**config.mk**
```make
export PLATFORM = sky130hd
export DESIGN_NAME = bip_control_unit
export DESIGN_NICKNAME = d
export VERILOG_FILES = /design/src/rtl/bip_control_unit.sv
export SDC_FILE = /design/constraint.sdc
export NUM_CORES = 1
export LEC_CHECK = 0
export BUFFER_PORTS_ARGS = -buffer_cell sky130_fd_sc_hd__buf_2
export CORE_MARGIN = 5
export CORE_UTILIZATION = 44
export DETAILED_ROUTE_END_ITERATION = 16
export GPL_ROUTABILITY_DRIVEN = 0
export PLACE_DENSITY = 0.75
export RECOVER_POWER = 50
export SYNTH_ARGS = -nofsm -noshare
export SYNTH_HDL_FRONTEND = slang
export SYNTH_SLANG_ARGS = --single-unit
```
**constraint.sdc**
```tcl
create_clock -name i_clock -period 1.7 [get_ports i_clock]
set_input_delay 0.17 -clock i_clock [delete_from_list [all_inputs] [get_ports i_clock]]
set_output_delay 0.17 -clock i_clock [all_outputs]
set_load 0.02 [all_outputs]
```
**src/rtl/bip_control_unit.sv**
```systemverilog
// BIP control unit: owns the PC, sequences fetch/execute over a synchronous-read
// program memory and decodes each instruction into datapath/data-RAM controls.
module bip_control_unit #(
    parameter int NB_INSTRUCTION = 16,
    parameter int NB_ADDR        = 11,
    parameter int NB_OPCODE      = 5,
    parameter int NB_OPERAND     = NB_INSTRUCTION - NB_OPCODE,
    parameter int NB_SELECTOR_A  = 2,
    parameter int NB_CYCLES      = 32
) (
    input  logic                      i_clock,
    input  logic                      i_reset,
    input  logic                      i_start,
    input  logic [NB_INSTRUCTION-1:0] i_instruction,
    output logic [NB_ADDR-1:0]        o_prog_addr,
    output logic [NB_OPERAND-1:0]     o_operand,
    output logic [NB_SELECTOR_A-1:0]  o_sel_a,
    output logic                      o_sel_b,
    output logic                      o_enb_acc,
    output logic                      o_operation,
    output logic                      o_wr_ram,
    output logic                      o_rd_ram,
    output logic                      o_halt,
    output logic [NB_CYCLES-1:0]      o_cycle_count
);

    typedef enum logic [1:0] {
        ST_IDLE,
        ST_FETCH,
        ST_EXEC,
        ST_HALT
    } state_t;

    localparam logic [NB_OPCODE-1:0] OP_HLT  = NB_OPCODE'(0);
    localparam logic [NB_OPCODE-1:0] OP_STO  = NB_OPCODE'(1);
    localparam logic [NB_OPCODE-1:0] OP_LD   = NB_OPCODE'(2);
    localparam logic [NB_OPCODE-1:0] OP_LDI  = NB_OPCODE'(3);
    localparam logic [NB_OPCODE-1:0] OP_ADD  = NB_OPCODE'(4);
    localparam logic [NB_OPCODE-1:0] OP_ADDI = NB_OPCODE'(5);
    localparam logic [NB_OPCODE-1:0] OP_SUB  = NB_OPCODE'(6);
    localparam logic [NB_OPCODE-1:0] OP_SUBI = NB_OPCODE'(7);

    localparam logic [NB_SELECTOR_A-1:0] SEL_A_RAM     = NB_SELECTOR_A'(0);
    localparam logic [NB_SELECTOR_A-1:0] SEL_A_OPERAND = NB_SELECTOR_A'(1);
    localparam logic [NB_SELECTOR_A-1:0] SEL_A_ALU     = NB_SELECTOR_A'(2);

    localparam logic [NB_ADDR-1:0]   PC_ONE  = NB_ADDR'(1);
    localparam logic [NB_CYCLES-1:0] CYC_ONE = NB_CYCLES'(1);

    state_t                    r_state;
    state_t                    w_next_state;
    logic [NB_ADDR-1:0]        r_pc;
    logic [NB_CYCLES-1:0]      r_cycle_count;
    logic                      r_halt;
    logic                      w_pc_inc;
    logic                      w_counting;
    logic [NB_OPCODE-1:0]      w_opcode;
    logic [NB_OPERAND-1:0]     w_operand;

    assign w_opcode   = i_instruction[NB_INSTRUCTION-1 -: NB_OPCODE];
    assign w_operand  = i_instruction[NB_OPERAND-1:0];
    assign w_counting = (r_state == ST_FETCH) || (r_state == ST_EXEC);

    assign o_prog_addr   = r_pc;
    assign o_halt        = r_halt;
    assign o_cycle_count = r_cycle_count;

    // Decode is purely combinational and gated by EXEC, so an async reset drops strobes at once.
    always_comb begin
        w_next_state = r_state;
        w_pc_inc     = 1'b0;
        o_operand    = '0;
        o_sel_a      = SEL_A_RAM;
        o_sel_b      = 1'b0;
        o_enb_acc    = 1'b0;
        o_operation  = 1'b0;
        o_wr_ram     = 1'b0;
        o_rd_ram     = 1'b0;

        case (r_state)
            ST_IDLE: begin
                if (i_start) begin
                    w_next_state = ST_FETCH;
                end
            end
            ST_FETCH: begin
                w_next_state = ST_EXEC;
            end
            ST_EXEC: begin
                o_operand = w_operand;
                case (w_opcode)
                    OP_STO: begin
                        o_wr_ram = 1'b1;
                    end
                    OP_LD: begin
                        o_rd_ram  = 1'b1;
                        o_sel_a   = SEL_A_RAM;
                        o_enb_acc = 1'b1;
                    end
                    OP_LDI: begin
                        o_sel_a   = SEL_A_OPERAND;
                        o_enb_acc = 1'b1;
                    end
                    OP_ADD: begin
                        o_rd_ram  = 1'b1;
                        o_sel_a   = SEL_A_ALU;
                        o_enb_acc = 1'b1;
                    end
                    OP_ADDI: begin
                        o_sel_a   = SEL_A_ALU;
                        o_sel_b   = 1'b1;
                        o_enb_acc = 1'b1;
                    end
                    OP_SUB: begin
                        o_rd_ram    = 1'b1;
                        o_sel_a     = SEL_A_ALU;
                        o_operation = 1'b1;
                        o_enb_acc   = 1'b1;
                    end
                    OP_SUBI: begin
                        o_sel_a     = SEL_A_ALU;
                        o_sel_b     = 1'b1;
                        o_operation = 1'b1;
                        o_enb_acc   = 1'b1;
                    end
                    default: begin
                    end
                endcase

                if (w_opcode == OP_HLT) begin
                    w_next_state = ST_HALT;
                end else begin
                    w_next_state = ST_FETCH;
                    w_pc_inc     = 1'b1;
                end
            end
            ST_HALT: begin
                w_next_state = ST_HALT;
            end
            default: begin
                w_next_state = ST_IDLE;
            end
        endcase
    end

    always_ff @(posedge i_clock or posedge i_reset) begin
        if (i_reset) begin
            r_state       <= ST_IDLE;
            r_pc          <= '0;
            r_cycle_count <= '0;
            r_halt        <= 1'b0;
        end else begin
            r_state <= w_next_state;
            r_halt  <= (w_next_state == ST_HALT);
            if (w_pc_inc) begin
                r_pc <= r_pc + PC_ONE;
            end
            if (w_counting) begin
                r_cycle_count <= r_cycle_count + CYC_ONE;
            end
        end
    end

endmodule

```
# Word level (Yosys, flattened, before mapping)

Index checks and enable logic that the tools add are counted.

$add $sub $neg: 2
Multiply operators: 0
Divide/modulo/power cells: 0
Magnitude comparators: 0
Eq/ne operators: 11
Shifts and indexed selects: 0
Muxes and demuxes: 18
Bitwise logic cells: 0
Reductions and logical operators: 8

Operator list:

| cell                                                            | number |
|---|---|
| 32-bit by 1-bit adder with 32-bit output, second input constant | 1 |
| 5-bit by 3-bit == test with 1-bit output, second input constant | 4 |
| 1-bit 2-to-1 mux                                                | 12 |
| 11-bit by 1-bit adder with 11-bit output, second input constant | 1 |
| 11-bit 2-to-1 mux                                               | 1 |
| 5-bit by 2-bit == test with 1-bit output, second input constant | 2 |
| 2-bit one-hot mux with 4 select lines                           | 1 |
| 2-bit == test, second input constant                            | 3 |
| 2-bit 2-to-1 mux                                                | 3 |
| 6-bit OR reduction                                              | 1 |
| 5-bit by 1-bit == test with 1-bit output, second input constant | 1 |
| 5-bit zero test                                                 | 1 |
| 2-bit one-hot mux with 2 select lines                           | 1 |
| 2-bit OR reduction                                              | 2 |
| 4-bit OR reduction                                              | 1 |
| 3-bit OR reduction                                              | 1 |
| 2-bit by 1-bit == test with 1-bit output, second input constant | 1 |
| 2-bit zero test                                                 | 1 |
| 1-bit logical OR                                                | 1 |

Flip-flop bits (word level): 46
Latch bits: 0
Memory bits (writable): 0
ROM bits: 0
Output and inout port bits: 62
Logic and storage cells: 43
Memories: 0

# Logic depth before layout (Yosys ltp)

Gate-level depths: netlist (run 1).

Depth after elaboration: 4
Depth in mapped cells: 7
Mapped depth without buffers: 6

# Worst setup path before layout (run 1)

Ideal clock, no wire load.

Kind: reg-to-output
Start: reg r_state[0]
End: out o_rd_ram
Data arrival time: 1.776 ns
Data required time: 1.530 ns
Path slack: -0.246 ns
Stages on the path, launching flop included: 6
Buffers on the path: 0
Cell sequence: dfrtp_1 inv_1 ha_1 nor3b_1 o21a_1 nor2b_1

Longest elaborated chain between the ends: 2

RTL lines:

| item                   | RTL line | RTL |
|---|---|---|
| from (decl)            | 50       | `state_t r_state;` |
| from (signal assigned) | 153      | `r_state <= w_next_state;` |
| 2-bit == test          | 80       | `case (r_state)` |
| 1-bit 2-to-1 mux       | 80       |  |
| to (decl)              | 22       | `output logic o_rd_ram,` |

Every way passes these cells.

# Worst setup path in the final report (run 1)

Start: reg r_state[0]
End: out o_operation

Longest elaborated chain between the ends: 2

RTL lines:

| item             | RTL line | RTL |
|---|---|---|
| 2-bit == test    | 80       |  |
| 1-bit 2-to-1 mux | 80       |  |
| to (decl)        | 20       | `output logic o_operation,` |

Every way passes these cells.

==> results by group, run 1 <==
Run status
  • Outcome: finished with violations
  • Failing checks: setup timing

Setup path
  • Worst path required time: 1.53 ns
  • Crit-path max cell delay: 0.40 ns
  • Critical path arrival: 1.65 ns
  • Endpoint class of the critical path: output pin
  • Worst-path fanout max: 5
  • Worst path cell trace: inv_2 -> ha_4 -> nor3b_4 -> buf_4 -> and3_4 -> buf_6
  • CP max-delay cell: dfrtp_1
  • Kind of cell adding the most delay to the critical path: simple AND/OR/NAND/NOR gates
  • Worst Path Buf+Inv: 3
  • Worst setup path class: reg -> out
  • Startpoint type of the worst setup path: flop
  • Reg2Reg Setup Slack: -0.05 ns

Global route
  • Overflow after GRT: 0
  • First-pass GRT wire length: 8.666 mm
  • Vias in the first global route: 1,841
  • Largest net degree at the start of global routing: 25
  • GRT Total Usage: 16.84%
  • Initial antenna violation count: 0

STA
  • Worst Setup Slack, final: -0.1201 ns
  • Final hold violation count: 0
  • Worst clock skew: 0.004997 ns
  • F_max: 549.4 MHz
  • Hold Slack: 0.2075 ns
  • RSZ-0062 raised after global routing: true
  • Fin crit share: 107.1%
  • Slew at the pin with the worst max-slew slack: 0.8504 ns
  • Period minus WS final: 1.820 ns
  • Max-slew violations: 0
  • Final setup vio count: 9
  • Slew headroom: 43.25%

Layout
  • Area Overhead vs Synth: 43.95%
  • Most frequent cells in the layout: buf_2 (58), dfrtp_1 (44), xnor2_1 (27)
  • Antenna cells: 0
  • Commonest non-fill, non-tap cell in the layout: buf_2
  • Fillcell total: 409
  • Final net count: 344
  • Share of layout cells above drive strength 1: 41.56%
  • Cell area after layout: 0.003246 mm2
  • Post-Layout Cell Count: 390

Flow run
  • Maxcap violations: 0

Power and ir drop
  • Leakage: 1.627 nW
  • Peak VDD IR: 1.095 mV
  • Total power draw: 0.003824 W
  • PwrDens: 1178 mW/mm2

Clocking
  • Clock-pin slew on the worst setup and hold paths: 0.08 ns
  • CTS root buf: clkbuf_8
  • Clock H-tree levels: 2
  • Clock Tree Buf Depth: 2
  • # clock sinks: 46
  • Skew-Pair Late Insertion Delay: 0.29 ns
  • CTS tree: done
  • CTS Buf Count: 5

Die
  • Die area: 0.006656 mm2
  • Core area: 0.005042 mm2
  • IO Count: 81
  • DIE WIDTH: 81.59 um
  • Initial Utilization: 44.71%
  • Die Y: 81.59 um
  • Rows: 26

Yosys
  • Yosys cell types: 31
  • Ys flop type: dfrtp_1
  • Synth async-reset ratio: 100.0%
  • Post-synth top area share: 51.05%
  • Cells after synthesis: 208
  • Biggest area consumer among synthesized cells: dfrtp_1
  • Post-synthesis sequential area ratio: 51.05%
  • Synth Register Bits: 46
  • Synthesized cell area: 0.002255 mm2
  • Post-synth EDFFs: 0
  • Syn_area_per_cell: 10.84 um2
  • Ys Warns: 0
  • Syn Nets: 233
  • Synth top area cells: dfrtp_1 (51%), xnor2_1 (11%), xor2_1 (4.7%), and2_1 (3.6%), nand3_1 (3.6%)

Placement
  • Port bufs: 80
  • DP Area: 0.002942 mm2
  • Post-place setup slack: -0.02953 ns
  • Hpwl dp: 3.907 mm
  • Placed cells: 376

Drt
  • Post-route DRC: 0
  • First DRT Iteration DRCs: 56
  • Vias per cell: 5.003
  • Antenna-violating nets left: 0
  • DRT Wirelength: 5.503 mm
  • Pre-antenna DRT Iters: 4
  • Vias post-DR: 1,951
  • Avg WL per Cell: 14.11 um

Min path
  • Hold Path Class: in -> reg
[sequential cells by signal, indices dropped and copies added, names as in the netlist]
name,cells
r_state,2
o_halt,1
o_cycle_count,32
o_prog_addr,11
[metrics by stage]
step | TNS, ns | util [%]
finish | -0.4951 | 64.37
global route | -3.597 | 64.37
CTS | -0.4449 | 62.58
detailed placement | -0.08149 | 58.34
global placement | 0 | 58.34
floorplan | -0.07197 | -
[per-layer routing]
metal  GRT usage, %  share of wire (%)
met5              0                  0
met4          3.987                1.5
met3          3.838                4.4
met2          29.72                 53
met1          20.90                 41
[path summary, 6_finish.rpt]
check                                            start                             to  cells after the start
max                               r_state[0]$_DFF_PP0_                    o_operation                      6
min                                            i_start           r_state[0]$_DFF_PP0_                      3
max reg2reg                       r_state[0]$_DFF_PP0_  o_cycle_count[30]$_DFFE_PP0P_                      8
min reg2reg                o_prog_addr[10]$_DFFE_PP0P_    o_prog_addr[10]$_DFFE_PP0P_                      1
max in group asynchronous                      i_reset  o_cycle_count[14]$_DFFE_PP0P_                      4
min in group asynchronous                      i_reset               o_halt$_DFF_PP0_                      3
[where the power goes]
group | internal, W | leakage, nW | total, W | switching [W]
clock | 0.000440 | 0.0524 | 0.000788 | 0.000348
combinational | 0.000658 | 0.969 | 0.00150 | 0.000838
sequential | 0.00130 | 0.606 | 0.00154 | 0.000241
total | 0.00240 | 1.63 | 0.00382 | 0.00143
[what timing repair did]
| action | 4_1_cts | 5_1_grt |
|---|---|---|
| pin swaps | 8 | 15 |
| buffers inserted | 2 | 3 |
| resized for setup | 20 | 22 |
| endpoints found under the setup margin | 17 | 34 |
| endpoints found under the hold margin | 22 | 0 |
| hold buffers | 1 | 0 |
[logic make-up (layout without fill, tap and decap cells)]
logic type                 count (synthesis)  after routing  share of synthesized area [%]
buffers and inverters                      8            120                          1.387
xor gates and xnor gates                  41             41                          15.93
muxes                                      2              2                         0.9988
AOI/OAI and AO/OA                          6              6                          1.776
and+or+nand+nor                           99             99                          25.53
DFF                                       46             46                          51.05
adders and majority gates                  6              6                          3.330
[worst reg2reg max path, delay by kind of cell (launching register included)]
family                     cells  cell delay [ns]
DFF                            1             0.37
xor gates and xnor gates       1             0.16
buffers and inverters          3             0.36
and+or+nand+nor                3             0.54
adders and majority gates      1             0.26
[cell usage after synthesis, drive strengths merged, types with 2 or more instances]
library cell and number:
a21oi 2, and2 13, nor4 3, ha 6
xnor2 29, nand2 16, and4 4, nand3 16
nor3b 2, xor2 12, nor3 10, inv 6
mux2 2, dfrtp 46, nor2b 3, nand4 13
and3 8, nor2 8
[final cells by class]
class	instances	area, um2	area share [%]
clock inverter	1	30.03	0.9252
tap	70	87.58	2.699
clock buffer	7	76.32	2.352
inverter	6	22.52	0.6939
sequential	46	1154	35.54
timing repair buffer	106	619.3	19.08
multi-input combinational	154	1256	38.70
(Power assumes the default switching activity.)
==> run 2, diff against run 1 <==
Settings changed: ABC_CLOCK_PERIOD_IN_PS set to 1700, CTS_BUF_LIST set to sky130_fd_sc_hd__clkbuf_16, PLACE_DENSITY 0.75 to 0.82.
==> results by group, run 2 (same netlist as run 1, synthesis figures left out) <==
Die
  • Die area: 0.006656 mm2 (unchanged)
  • Initial Utilization: 44.71% (unchanged)
  • Rows: 26 (unchanged)
  • IO Count: 81 (unchanged)
  • Core area: 0.005042 mm2 (unchanged)
  • Die Y: 81.59 um (unchanged)
  • DIE WIDTH: 81.59 um (unchanged)

Layout
  • Fillcell total: 397 (-2.9%)
  • Multi-input logic area: 0.001247 mm2 (-0.70%)
  • Most frequent cells in the layout: buf_2 (60), dfrtp_1 (44), xnor2_1 (29)
  • Final Core Density: 66.67% (+2.3 points)
  • Reg area: 0.001154 mm2 (unchanged)
  • Final net count: 348 (+1.2%)
  • Share of layout cells above drive strength 1: 44.75% (+3.2 points)
  • Commonest non-fill, non-tap cell in the layout: buf_2
  • Antenna cells: 0 (unchanged)
  • Area Overhead vs Synth: 49.11%
  • Max reg flops: 32 (unchanged)

Global route
  • Largest net degree at the start of global routing: 47 (+88%)
  • M3 GR Usage: 5.702% (+1.9 points)
  • Initial antenna violation count: 0 (unchanged)
  • Vias in the first global route: 1,979 (+7.5%)
  • Met1 GRT Util: 22.14% (+1.2 points)
  • First-pass GRT wire length: 9.066 mm (+4.6%)
  • GRT Total Usage: 17.53% (+0.70 points)
  • GR peak layer: met2
  • Met2 Use GR: 28.58% (-1.1 points)
  • Overflow after GRT: 0 (unchanged)

Min path
  • Hold path start: i_start
  • WHS Endpoint: r_state[1]$_DFF_PP0_
  • Hold path cells: 3 (unchanged)
  • Hold Path Class: in -> reg

Power and ir drop
  • P_int: 0.002800 W (+17%)
  • Leakage: 1.655 nW (+1.7%)
  • PwrDens: 1293 mW/mm2 (+9.7%)
  • Sw Ratio: 35.57% (-1.7 points)
  • Clock share of power: 25.5% (+4.9 points)
  • Net Sw Power: 0.001546 W (+8.4%)
  • Share of power burned in registers: 35.5% (-4.8 points)
  • Gate power share: 39.0% (about the same)
  • Peak VDD IR: 1.226 mV (+12%)

STA
  • RSZ-0062 raised after global routing: true
  • Hold Slack: 0.2310 ns (+0.02355 ns)
  • Max-slew violations: 0 (unchanged)
  • Worst clock skew: 0.004658 ns (-0.0003391 ns)
  • Period minus WS final: 1.792 ns (-0.02781 ns)
  • Worst Setup Slack, final: -0.09225 ns (+0.02781 ns)
  • Slew at the pin with the worst max-slew slack: 1.007 ns (+0.1564 ns)
  • Final setup vio count: 16 (+7)
  • Final hold violation count: 0 (unchanged)
  • F_max: 558.0 MHz (+1.6%)
  • Slew headroom: 32.88% (-10 points)
  • Fin crit share: 105.4% (-1.6 points)

Drt
  • Vias per cell: 5.046 (+0.86%)
  • Post-route DRC: 0 (unchanged)
  • First DRT Iteration DRCs: 100 (+79%)
  • DRT Wirelength: 5.864 mm (+6.6%)
  • Avg WL per Cell: 14.88 um (+5.5%)
  • Vias post-DR: 1,988 (+1.9%)
  • Antenna-violating nets left: 0 (unchanged)
  • Pre-antenna DRT Iters: 4 (unchanged)

Flow run
  • Maxcap violations: 0 (unchanged)

Placement
  • Hpwl dp: 4.042 mm (+3.5%)
  • Post-place setup slack: -0.1103 ns (-0.08081 ns)
  • Port bufs: 80 (unchanged)

Setup path
  • Startpoint type of the worst setup path: flop
  • Reg-to-Reg Start: r_state[1]$_DFF_PP0_
  • Critical path arrival: 1.62 ns (-0.03 ns)
  • Worst path cell trace: inv_2 -> ha_4 -> nor3b_4 -> o21a_1 -> nor2b_4 -> buf_6
  • R2R Path End: o_cycle_count[30]$_DFFE_PP0P_
  • Reg2Reg Setup Slack: -0.03 ns (+0.02 ns)
  • Reg2reg path depth: 7 (-1)
  • Worst setup path class: reg -> out
  • Crit-path max cell delay: 0.39 ns (about the same)
  • Worst path required time: 1.53 ns (about the same)
  • Crit path launch: r_state[0]$_DFF_PP0_
  • Worst-path fanout max: 4 (-1)
  • Endpoint class of the critical path: output pin
  • CP max-delay cell: dfrtp_1

Clocking
  • Skew-Pair Late Insertion Delay: 0.28 ns (about the same)
  • Clock Tree Buf Depth: 2 (unchanged)
  • CTS root buf: clkbuf_16
  • CTS tree: done
  • Clock H-tree levels: 2 (unchanged)
  • CTS Buf Count: 5 (unchanged)
  • # clock sinks: 46 (unchanged)
  • Clock-pin slew on the worst setup and hold paths: 0.06 ns (-0.02 ns)

Run status
  • Outcome: finished with violations
  • Failing checks: setup timing
## run 2: changes by cell type in the layout (fill, tap and decap cells not counted), sizes merged
cell and change:
buf +10, clkinv +1, inv +1, clkbuf -8
## run 2: per-layer routing
layer / vias to the layer above / part of all wire [%]
met1: 979 / 42
met5: - / 0
met2: 53 / 52
met4: 0 / 0.99
li1: 950 / -
met3: 6 / 5.3
## run 2: what timing repair did
action                                  4_1_cts  5_1_grt
hold buffers                                  1        0
resized for setup                            20       29
pin swaps                                     7        8
endpoints found under the setup margin       21       29
buffers inserted                              6        5
hold endpoints to repair                     46        0
## run 2: critical path, delay by kind of cell (launching register included)
family | cells | cell delay [ns]
buf+inv | 2 | 0.22
fa+ha+maj | 1 | 0.13
simple gates | 2 | 0.41
flops | 1 | 0.39
compound gates | 1 | 0.20
## run 2: area by class of cell
| class | count | share of cell area, % |
|---|---|---|
| multi-input combinational | 154 | 37.10 |
| tap | 70 | 2.605 |
| clock buffer | 5 | 3.722 |
| sequential | 46 | 34.31 |
| timing repair buffer | 110 | 20.28 |
| inverter | 6 | 0.6699 |
| clock inverter | 3 | 1.303 |
## run 2: power by group through the flow
| stage | Sequential, W | Combinational (W) | Clock, W |
|---|---|---|---|
| after global placement | 0.00153 | 0.00140 | 0 |
| final | 0.00154 | 0.00169 | 0.00111 |
| after floorplan | 0.00172 | 0.000745 | 0 |
| after CTS | 0.00154 | 0.00153 | 0.00113 |
| after global routing | 0.00158 | 0.00184 | 0.00118 |
| after detailed placement | 0.00155 | 0.00144 | 0 |
## run 2: worst max path at each step
stage,slack (ns),to,depth (start not counted)
floorplan,-0.04,o_rd_ram,5
global placement,-0.04,o_cycle_count[30]$_DFFE_PP0P_,6
detailed placement,-0.11,o_cycle_count[30]$_DFFE_PP0P_,6
CTS,-0.07,o_sel_b,6
global route,-0.16,o_sel_a[1],6
finish,-0.09,o_rd_ram,6
## run 2: through the flow
step	total power, W	instances	TNS, ns	instance area (um2)
2_1_floorplan	0.002462	208	-0.07197	2302
3_3_place_gp	0.002927	374	-0.05431	2927
3_5_place_dp	0.002989	374	-0.4961	2927
4_1_cts	0.004199	389	-0.2678	3233
5_1_grt	0.004597	394	-2.333	3362
6_report	0.004345	394	-0.5269	3362
==> run 3, diff against run 2 <==
Settings changed: PLACE_DENSITY 0.82 to 0.75.
==> results by group, run 3 (same netlist as run 1, synthesis figures left out) <==
Global route
  • Initial antenna violation count: 0 (unchanged)
  • Vias in the first global route: 1,904 (-3.8%)
  • Largest net degree at the start of global routing: 25 (-47%)
  • GRT Total Usage: 16.67% (-0.86 points)
  • First-pass GRT wire length: 8.680 mm (-4.3%)
  • Overflow after GRT: 0 (unchanged)

Drt
  • DRT Wirelength: 5.732 mm (-2.3%)
  • Pre-antenna DRT Iters: 4 (unchanged)
  • Avg WL per Cell: 14.62 um (-1.8%)
  • Vias post-DR: 2,003 (+0.75%)
  • Post-route DRC: 0 (unchanged)
  • Antenna-violating nets left: 0 (unchanged)
  • First DRT Iteration DRCs: 41 (-59%)
  • Vias per cell: 5.110 (+1.3%)

Power and ir drop
  • PwrDens: 1210 mW/mm2 (-6.4%)
  • Peak VDD IR: 1.089 mV (-11%)
  • Clock share of power: 26.0% (+0.5 points)
  • P_int: 0.002634 W (-5.9%)
  • Sw Ratio: 35.77% (+0.19 points)
  • Leakage: 1.714 nW (+3.6%)
  • Net Sw Power: 0.001467 W (-5.1%)
  • Share of power burned in registers: 37.5% (+2.0 points)
  • Gate power share: 36.5% (-2.5 points)

Die
  • Die Y: 81.59 um (unchanged)
  • Core area: 0.005042 mm2 (unchanged)
  • Die area: 0.006656 mm2 (unchanged)
  • DIE WIDTH: 81.59 um (unchanged)
  • Rows: 26 (unchanged)
  • Initial Utilization: 44.71% (unchanged)
  • IO Count: 81 (unchanged)

STA
  • Fin crit share: 106.6% (+1.1 points)
  • F_max: 552.0 MHz (-1.1%)
  • Period minus WS final: 1.812 ns (+0.01926 ns)
  • Worst clock skew: 0.003595 ns (-0.001063 ns)
  • Worst Setup Slack, final: -0.1115 ns (-0.01926 ns)
  • Final setup vio count: 9 (-7)
  • Slew headroom: 42.50% (+9.6 points)
  • Hold Slack: 0.2210 ns (-0.009978 ns)
  • Max-slew violations: 0 (unchanged)
  • Slew at the pin with the worst max-slew slack: 0.8616 ns (-0.1451 ns)
  • Final hold violation count: 0 (unchanged)
  • RSZ-0062 raised after global routing: true

Clocking
  • Clock Tree Buf Depth: 2 (unchanged)
  • # clock sinks: 46 (unchanged)
  • Clock-pin slew on the worst setup and hold paths: 0.06 ns (about the same)
  • CTS root buf: clkbuf_16
  • CTS tree: done
  • Clock H-tree levels: 2 (unchanged)
  • Skew-Pair Late Insertion Delay: 0.28 ns (about the same)
  • CTS Buf Count: 5 (unchanged)

Layout
  • Area Overhead vs Synth: 50.39%
  • Antenna cells: 0 (unchanged)
  • Max reg flops: 32 (unchanged)
  • Share of layout cells above drive strength 1: 42.86% (-1.9 points)
  • Commonest non-fill, non-tap cell in the layout: buf_2
  • Most frequent cells in the layout: buf_2 (54), dfrtp_1 (43), xnor2_1 (24)
  • Fillcell total: 396 (-0.25%)
  • Final net count: 346 (-0.57%)

Min path
  • Hold path start: i_start
  • Hold Path Class: in -> reg

Setup path
  • Worst Path Buf+Inv: 3 (+1)
  • Endpoint class of the critical path: output pin
  • Reg-to-Reg Start: r_state[0]$_DFF_PP0_
  • Startpoint type of the worst setup path: flop
  • Crit-path max cell delay: 0.39 ns (about the same)
  • Critical path arrival: 1.64 ns (+0.02 ns)
  • Worst path required time: 1.53 ns (about the same)
  • CP max-delay cell: dfrtp_1
  • Worst path cell trace: inv_2 -> ha_4 -> nor3b_4 -> buf_4 -> and3_4 -> buf_6
  • Crit path launch: r_state[0]$_DFF_PP0_
  • Worst-path fanout max: 5 (+1)
  • Worst setup path class: reg -> out
  • Kind of cell adding the most delay to the critical path: simple AND/OR/NAND/NOR gates

Placement
  • Hpwl dp: 3.907 mm (-3.3%)
  • Port bufs: 80 (unchanged)
  • Post-place setup slack: -0.02953 ns (+0.08081 ns)

Flow run
  • Maxcap violations: 0 (unchanged)

Run status
  • Failing checks: setup timing
  • Outcome: finished with violations
-- run 3: cell count changes in the layout (fill, tap and decap cells not counted), sizes merged --
| cell | delta |
|---|---|
| clkbuf | +11 |
| inv | +1 |
| clkinv | -1 |
| buf | -13 |
-- run 3: metal layers --
layer	global-route usage, %	routed length [um]	up-vias
met1	20.55	2275	997
met4	5.316	97	0
met3	2.522	250	10
met5	0	0	-
li1	-	-	953
met2	29.89	3108	43
-- run 3: worst paths after layout --
check | endpoint | slack (ns) | cells after the start
min in group asynchronous | o_halt$_DFF_PP0_ | 0.62 | 3
hold / removal | r_state[0]$_DFF_PP0_ | 0.22 | 3
hold reg to reg | o_prog_addr[10]$_DFFE_PP0P_ | 0.47 | 1
setup reg to reg | o_cycle_count[31]$_DFFE_PP0P_ | -0.01 | 8
setup / recovery | o_operation | -0.11 | 6
max in group asynchronous | o_cycle_count[22]$_DFFE_PP0P_ | 0.23 | 4
-- run 3: power groups by stage --
stage                     sequential [W]  clock [W]  combinational, W
final                            0.00154    0.00106           0.00150
after CTS                        0.00154    0.00108           0.00148
after floorplan                  0.00172          0          0.000745
after detailed placement         0.00155          0           0.00142
after global placement           0.00154          0           0.00138
after global routing             0.00157    0.00112           0.00165
-- run 3: per-stage QoR --
stage          util, %   TNS, ns  area (um2)  instances  total power, W
4_1_cts          63.57   -0.3228        3206        387        0.004091
2_1_floorplan        -  -0.07197        2302        208        0.002462
6_report         67.25   -0.3802        3391        392        0.004101
5_1_grt          67.25    -2.884        3391        392        0.004331
3_3_place_gp     58.34         0        2942        376        0.002920
3_5_place_dp     58.34  -0.08149        2942        376        0.002967
-- run 3: repair_timing --
action                     4_1_cts  5_1_grt
hold buffers                     1        0
setup buffers                    2        5
hold endpoints to repair        22        0
setup endpoints to repair       17       34
resized for setup               18       40
pin swaps                        7       24
-- run 3: area by class of cell --
cell class / instances / area [um2] / area share, %
clock buffers: 5 / 125.1 / 3.690
clock inverters: 3 / 37.54 / 1.107
inverters: 6 / 22.52 / 0.6642
multi-input cells: 154 / 1326 / 39.11
flip-flops and latches: 46 / 1155 / 34.06
well taps: 70 / 87.58 / 2.583
repair buffers: 108 / 636.9 / 18.78
-- run 3: tightest hold or removal path, cell delays in order --
cell     delay [ns]
buf_2          0.11
nor2_1         0.09
a21oi_1        0.08
